==> src/rtl/pacman_soc_memory_arbiter.sv <==
// pacman_soc_memory_arbiter
//   Two-master arbiter in front of a single-port synchronous memory
//   (one-cycle read latency). At most one command is accepted per cycle.
//   A master keeps the grant for up to HOLD_MAX consecutive commands while
//   the other master waits. Read data returns to the issuing master with a
//   fixed latency of two cycles.
//
// Ports
//   clk, reset_n                 clock, asynchronous active-low reset
//   m{0,1}_address/byteenable    master command address and byte lanes
//   m{0,1}_read/write/writedata  master command (write wins if both high)
//   m{0,1}_waitrequest           command stalled (combinational)
//   m{0,1}_readdata/datavalid    registered read return
//   mem_*                        combinational command to the memory
//   mem_readdata                 memory data, valid the cycle after address
//
// State   | meaning
// --------+----------------------------------------------------------
// IDLE    | nobody granted last cycle; tie goes to master != last_owner
// OWN0    | m0 granted last cycle; hold_cnt = its consecutive grants
// OWN1    | m1 granted last cycle; hold_cnt = its consecutive grants
module pacman_soc_memory_arbiter #(
  parameter int ADDR_W   = 10,
  parameter int DATA_W   = 32,
  parameter int HOLD_MAX = 4
) (
  input  logic                clk,
  input  logic                reset_n,
  input  logic [ADDR_W-1:0]   m0_address,
  input  logic [DATA_W/8-1:0] m0_byteenable,
  input  logic                m0_read,
  input  logic                m0_write,
  input  logic [DATA_W-1:0]   m0_writedata,
  output logic                m0_waitrequest,
  output logic [DATA_W-1:0]   m0_readdata,
  output logic                m0_readdatavalid,
  input  logic [ADDR_W-1:0]   m1_address,
  input  logic [DATA_W/8-1:0] m1_byteenable,
  input  logic                m1_read,
  input  logic                m1_write,
  input  logic [DATA_W-1:0]   m1_writedata,
  output logic                m1_waitrequest,
  output logic [DATA_W-1:0]   m1_readdata,
  output logic                m1_readdatavalid,
  output logic [ADDR_W-1:0]   mem_address,
  output logic [DATA_W/8-1:0] mem_byteenable,
  output logic                mem_chipselect,
  output logic                mem_write,
  output logic [DATA_W-1:0]   mem_writedata,
  output logic                mem_clken,
  input  logic [DATA_W-1:0]   mem_readdata
);

  localparam logic [3:0] HOLD_LIM = 4'(HOLD_MAX);

  typedef enum logic [1:0] {IDLE, OWN0, OWN1} state_t;

  state_t     state, state_nxt;
  logic [3:0] hold_cnt, hold_nxt;
  logic       last_owner, last_nxt;
  logic       req0, req1;
  logic       gnt0, gnt1;
  logic       grant0, grant1;
  logic       rd_accept;
  logic       tag_valid, tag_owner;

  assign req0 = m0_read | m0_write;
  assign req1 = m1_read | m1_write;

  always_ff @(posedge clk or negedge reset_n) begin
    if (!reset_n) begin
      state      <= IDLE;
      hold_cnt   <= 4'd0;
      last_owner <= 1'b1;
    end else begin
      state      <= state_nxt;
      hold_cnt   <= hold_nxt;
      last_owner <= last_nxt;
    end
  end

  always_comb begin
    state_nxt = state;
    hold_nxt  = hold_cnt;
    last_nxt  = last_owner;
    gnt0      = 1'b0;
    gnt1      = 1'b0;
    case (state)
      IDLE: begin
        if (req0 && (!req1 || last_owner)) begin
          gnt0      = 1'b1;
          state_nxt = OWN0;
          hold_nxt  = 4'd1;
        end else if (req1) begin
          gnt1      = 1'b1;
          state_nxt = OWN1;
          hold_nxt  = 4'd1;
        end
      end
      OWN0: begin
        // owner keeps the bus below the limit, or at the limit if m1 is idle
        if (req0 && (hold_cnt < HOLD_LIM || !req1)) begin
          gnt0 = 1'b1;
          if (hold_cnt < HOLD_LIM) hold_nxt = hold_cnt + 4'd1;
        end else if (req1) begin
          gnt1      = 1'b1;
          state_nxt = OWN1;
          hold_nxt  = 4'd1;
          last_nxt  = 1'b0;
        end else begin
          state_nxt = IDLE;
          hold_nxt  = 4'd0;
          last_nxt  = 1'b0;
        end
      end
      OWN1: begin
        if (req1 && (hold_cnt < HOLD_LIM || !req0)) begin
          gnt1 = 1'b1;
          if (hold_cnt < HOLD_LIM) hold_nxt = hold_cnt + 4'd1;
        end else if (req0) begin
          gnt0      = 1'b1;
          state_nxt = OWN0;
          hold_nxt  = 4'd1;
          last_nxt  = 1'b1;
        end else begin
          state_nxt = IDLE;
          hold_nxt  = 4'd0;
          last_nxt  = 1'b1;
        end
      end
      default: state_nxt = IDLE;
    endcase
  end

  // nothing reaches the memory while reset is held
  assign grant0 = gnt0 & reset_n;
  assign grant1 = gnt1 & reset_n;

  assign m0_waitrequest = req0 & ~grant0;
  assign m1_waitrequest = req1 & ~grant1;

  always_comb begin
    mem_address    = '0;
    mem_byteenable = '0;
    mem_writedata  = '0;
    mem_write      = 1'b0;
    if (grant0) begin
      mem_address    = m0_address;
      mem_byteenable = m0_byteenable;
      mem_writedata  = m0_writedata;
      mem_write      = m0_write;
    end else if (grant1) begin
      mem_address    = m1_address;
      mem_byteenable = m1_byteenable;
      mem_writedata  = m1_writedata;
      mem_write      = m1_write;
    end
  end

  assign mem_chipselect = grant0 | grant1;
  assign mem_clken      = 1'b1;

  // a granted command with write low is a read (write has priority)
  assign rd_accept = mem_chipselect & ~mem_write;

  // stage 1: remember who issued the read; stage 2: capture memory data
  always_ff @(posedge clk or negedge reset_n) begin
    if (!reset_n) begin
      tag_valid        <= 1'b0;
      tag_owner        <= 1'b0;
      m0_readdata      <= '0;
      m1_readdata      <= '0;
      m0_readdatavalid <= 1'b0;
      m1_readdatavalid <= 1'b0;
    end else begin
      tag_valid        <= rd_accept;
      tag_owner        <= grant1;
      m0_readdatavalid <= tag_valid & ~tag_owner;
      m1_readdatavalid <= tag_valid & tag_owner;
      if (tag_valid && !tag_owner) m0_readdata <= mem_readdata;
      if (tag_valid && tag_owner)  m1_readdata <= mem_readdata;
    end
  end

endmodule

==> config.mk <==
export PLATFORM = sky130hd
export DESIGN_NAME = pacman_soc_memory_arbiter
export DESIGN_NICKNAME = d
export VERILOG_FILES = /design/src/rtl/pacman_soc_memory_arbiter.sv
export SDC_FILE = /design/constraint.sdc
export NUM_CORES = 1
export LEC_CHECK = 0
export CAP_MARGIN = 20
export CORE_ASPECT_RATIO = 2
export CORE_MARGIN = 5
export CORE_UTILIZATION = 36
export CTS_CLUSTER_DIAMETER = 40
export DETAILED_ROUTE_END_ITERATION = 7
export HOLD_SLACK_MARGIN = 0.03
export PLACE_DENSITY = 0.84
export SLEW_MARGIN = 20
export SYNTH_ARGS = -nofsm -noshare
export SYNTH_HDL_FRONTEND = slang
export SYNTH_SLANG_ARGS = --single-unit
==> constraint.sdc <==
create_clock -name clk -period 2.75 [get_ports clk]
set_input_delay 0.55 -clock clk [delete_from_list [all_inputs] [get_ports clk]]
set_output_delay 0.55 -clock clk [all_outputs]
set_load 0.02 [all_outputs]
==> reports/qor.yml <==
grt_pass1_wl_mm: 21.8
yosysMostFrequentCell: "dfrtp_1"
violations: "negative setup slack"
clock_power_share_pct: 13.9
ys_types: 39
routabilityCongestion: 0.892
tightestPinTransition_ns: 0.891
cts_buffer_depth: 2
fin_ws_ns: -0.214
antenna_left: 0
fmax_mhz: 337
wl_per_cell_um: 21.2
num_rows: 51
drtIter0Drc: 129
grtUsageTotal_pct: 24.2
cap_violations: 0
start_util_pct: 36.8
hpwlAfterDp_mm: 11.3
grt_pass1_vias: 4068
port_buffers: 245
path_class: "reg2out"
p_seq_share_pct: 23.8
synth_area_per_cell_sq_um: 12.9
clk_pin_slew_worst_paths_ns: 0.06
synthArstFlopShare_pct: 100
period_share_pct: 108
combPwrFrac_pct: 62.3
grt.overflow.total: 0
synthCells: 279
end_kind: "output pin"
switching_share_pct: 37.9
final_util_pct: 73.2
cts-hold-fix-buffers: 0
drc: 0
arrival_ns: 2.41
ys_seq_elements: 75
rsz0062_at_grt: "yes"
synth_ff_type: "dfrtp_1"
hold_path.class: "in2async"
vias: 3680
root_buffer: "clkbuf_16"
intPower_mw: 5.10
clock-sinks: 75
design.core.area_sq_um: 9760
cts-buffers-inserted: 9
cts_tree: "yes"
avgViaCountPerCell: 5.21
ys_top_cells_by_count: "dfrtp_1, mux2_2, a22o_1"
report.final.slew_viol_count: 0
synthTopCellsByArea: "dfrtp_1, mux2_2, a22o_1"
yosys.area.top_type: "dfrtp_1"
post-route-min-period_ns: 2.96
setup_viol: 49
peakVddDrop_uv: 612
startpoint_type: "flip-flop"
p_sw_mw: 3.12
outcome: "complete, but fails checks"
drt_wl_total_mm: 14.9
fillers: 659
synth_area_sq_um: 3600
power_density_nw_per_um2: 1150
die_area_sq_um: 12200
htreeDepth: 3
required_ns: 2.20
hold_viol: 0
maxSlewHeadroom_pct: 40.6
die_y_um: 151
clk-insertion-delay-late_ns: 0.33
synth-edff-count: 0
area_growth_pct: 98.6
synth_top_area_share_pct: 51.5
firstDrtPassIters: 5
holdWs_ns: 0.473
fin_nets: 703
p_leak_nw: 3.08
fin_skew_ns: 0.00412
design.portCount: 247
layout-drive-gt1-share_pct: 38.0
antenna_found_initial: 0
grt_start_max_net_pins: 76
yosysWarnings: 0
synth_nets: 414
die_x_um: 80.7
seq_area_frac_synth_pct: 52.2
crit_fanout: 6
[layout by cell type, fill, tap and decap left out, types with 4 or more instances in the layout]
cell type,count
dfrtp_1,72
clkdlybuf4s50_1,190
a21oi_1,5
o21ai_0,7
mux2_2,64
a22o_4,7
nor2_1,4
nand2_1,7
clkbuf_16,11
buf_12,5
buf_6,57
a22o_1,40
buf_4,37
[cell families after synthesis]
logic type | after synthesis | share of synthesized area [%]
AOI/OAI and AO/OA | 82 | 17.9
adders and majority gates | 5 | 1.74
buffers and inverters | 25 | 4.21
DFF | 75 | 52.2
muxes | 64 | 20.0
other | 1 | 0.104
and+or+nand+nor | 27 | 3.76
[path summary, 6_finish.rpt]
check                                            start                           to  slack, ns  cells after the start
hold / removal                                 reset_n  m0_readdata[30]$_DFFE_PN0P_       0.47                      2
setup / recovery                  state[1]$_DFFE_PN0P_                    mem_write      -0.21                     12
min in group clk           m1_readdata[20]$_DFFE_PN0P_  m1_readdata[20]$_DFFE_PN0P_       0.50                      1
hold reg to reg            m1_readdata[20]$_DFFE_PN0P_  m1_readdata[20]$_DFFE_PN0P_       0.50                      1
setup reg to reg                  state[1]$_DFFE_PN0P_      hold_cnt[1]$_DFFE_PN0P_       0.75                      7
max in group asynchronous                      reset_n         state[0]$_DFFE_PN0P_       1.67                      2
[registers in the layout (all words and copies together), names as in the netlist]
name / cells
m0_readdata: 32
m1_readdata: 32
hold_cnt: 4
state: 2
last_owner: 1
m0_readdatavalid: 1
m1_readdatavalid: 1
tag_owner: 1
tag_valid: 1
[critical path, stage by stage, from the launching register on]
cell	delay, ns
dfrtp_2	0.43
inv_2	0.09
ha_4	0.17
o21a_1	0.17
nor3_2	0.04
o31a_1	0.28
buf_6	0.14
nor2_4	0.12
buf_12	0.15
buf_6	0.10
buf_6	0.09
a22o_1	0.15
buf_6	0.13
[through the flow]
stage                     instances  TNS (ns)  instance area, sq um  worst slack (ns)  total power [mW]
final                           706     -8.28                  7140            -0.214              8.22
after global routing            705    -11.73                  7140            -0.298              8.63
after CTS                       698     -6.71                  7000            -0.210              8.10
after detailed placement        667    -37.23                  6330            -0.827              6.48
after global placement          667    -36.19                  6330            -0.803              6.35
after floorplan                 279         0                  3600             0.262              4.23
[layout make-up]
cell class              instances  area, sq um  share of cell area [%]
repair buffers                297         3040                    42.6
well taps                     132          165                    2.31
diodes                          1         2.50                  0.0350
multi-input cells             179         1740                    24.3
flip-flops and latches         75         1880                    26.3
clock inverters                 6         65.1                   0.911
inverters                       6         22.5                   0.315
clock buffers                  10          229                    3.20
[power groups by stage]
stage	Sequential [mW]	Combinational, mW	Clock [mW]
after floorplan	2.54	1.69	0
after global placement	1.93	4.43	0
after detailed placement	1.96	4.52	0
after CTS	1.96	4.97	1.17
after global routing	2.03	5.37	1.23
final	1.96	5.12	1.14
[layer usage]
layer,routed length [um],track usage [%]
met2,8590,46.9
met5,0,0
met1,4380,21.4
met3,1100,6.07
met4,872,14.0
[what timing repair did]
action | CTS | global route
buffers inserted | 12 | 7
cloned | 3 | 2
pin swaps | 4 | 25
gates resized for setup | 296 | 27
hold endpoints to repair | 0 | 0
setup endpoints to repair | 50 | 50
Power figures use the tool's default switching activity.
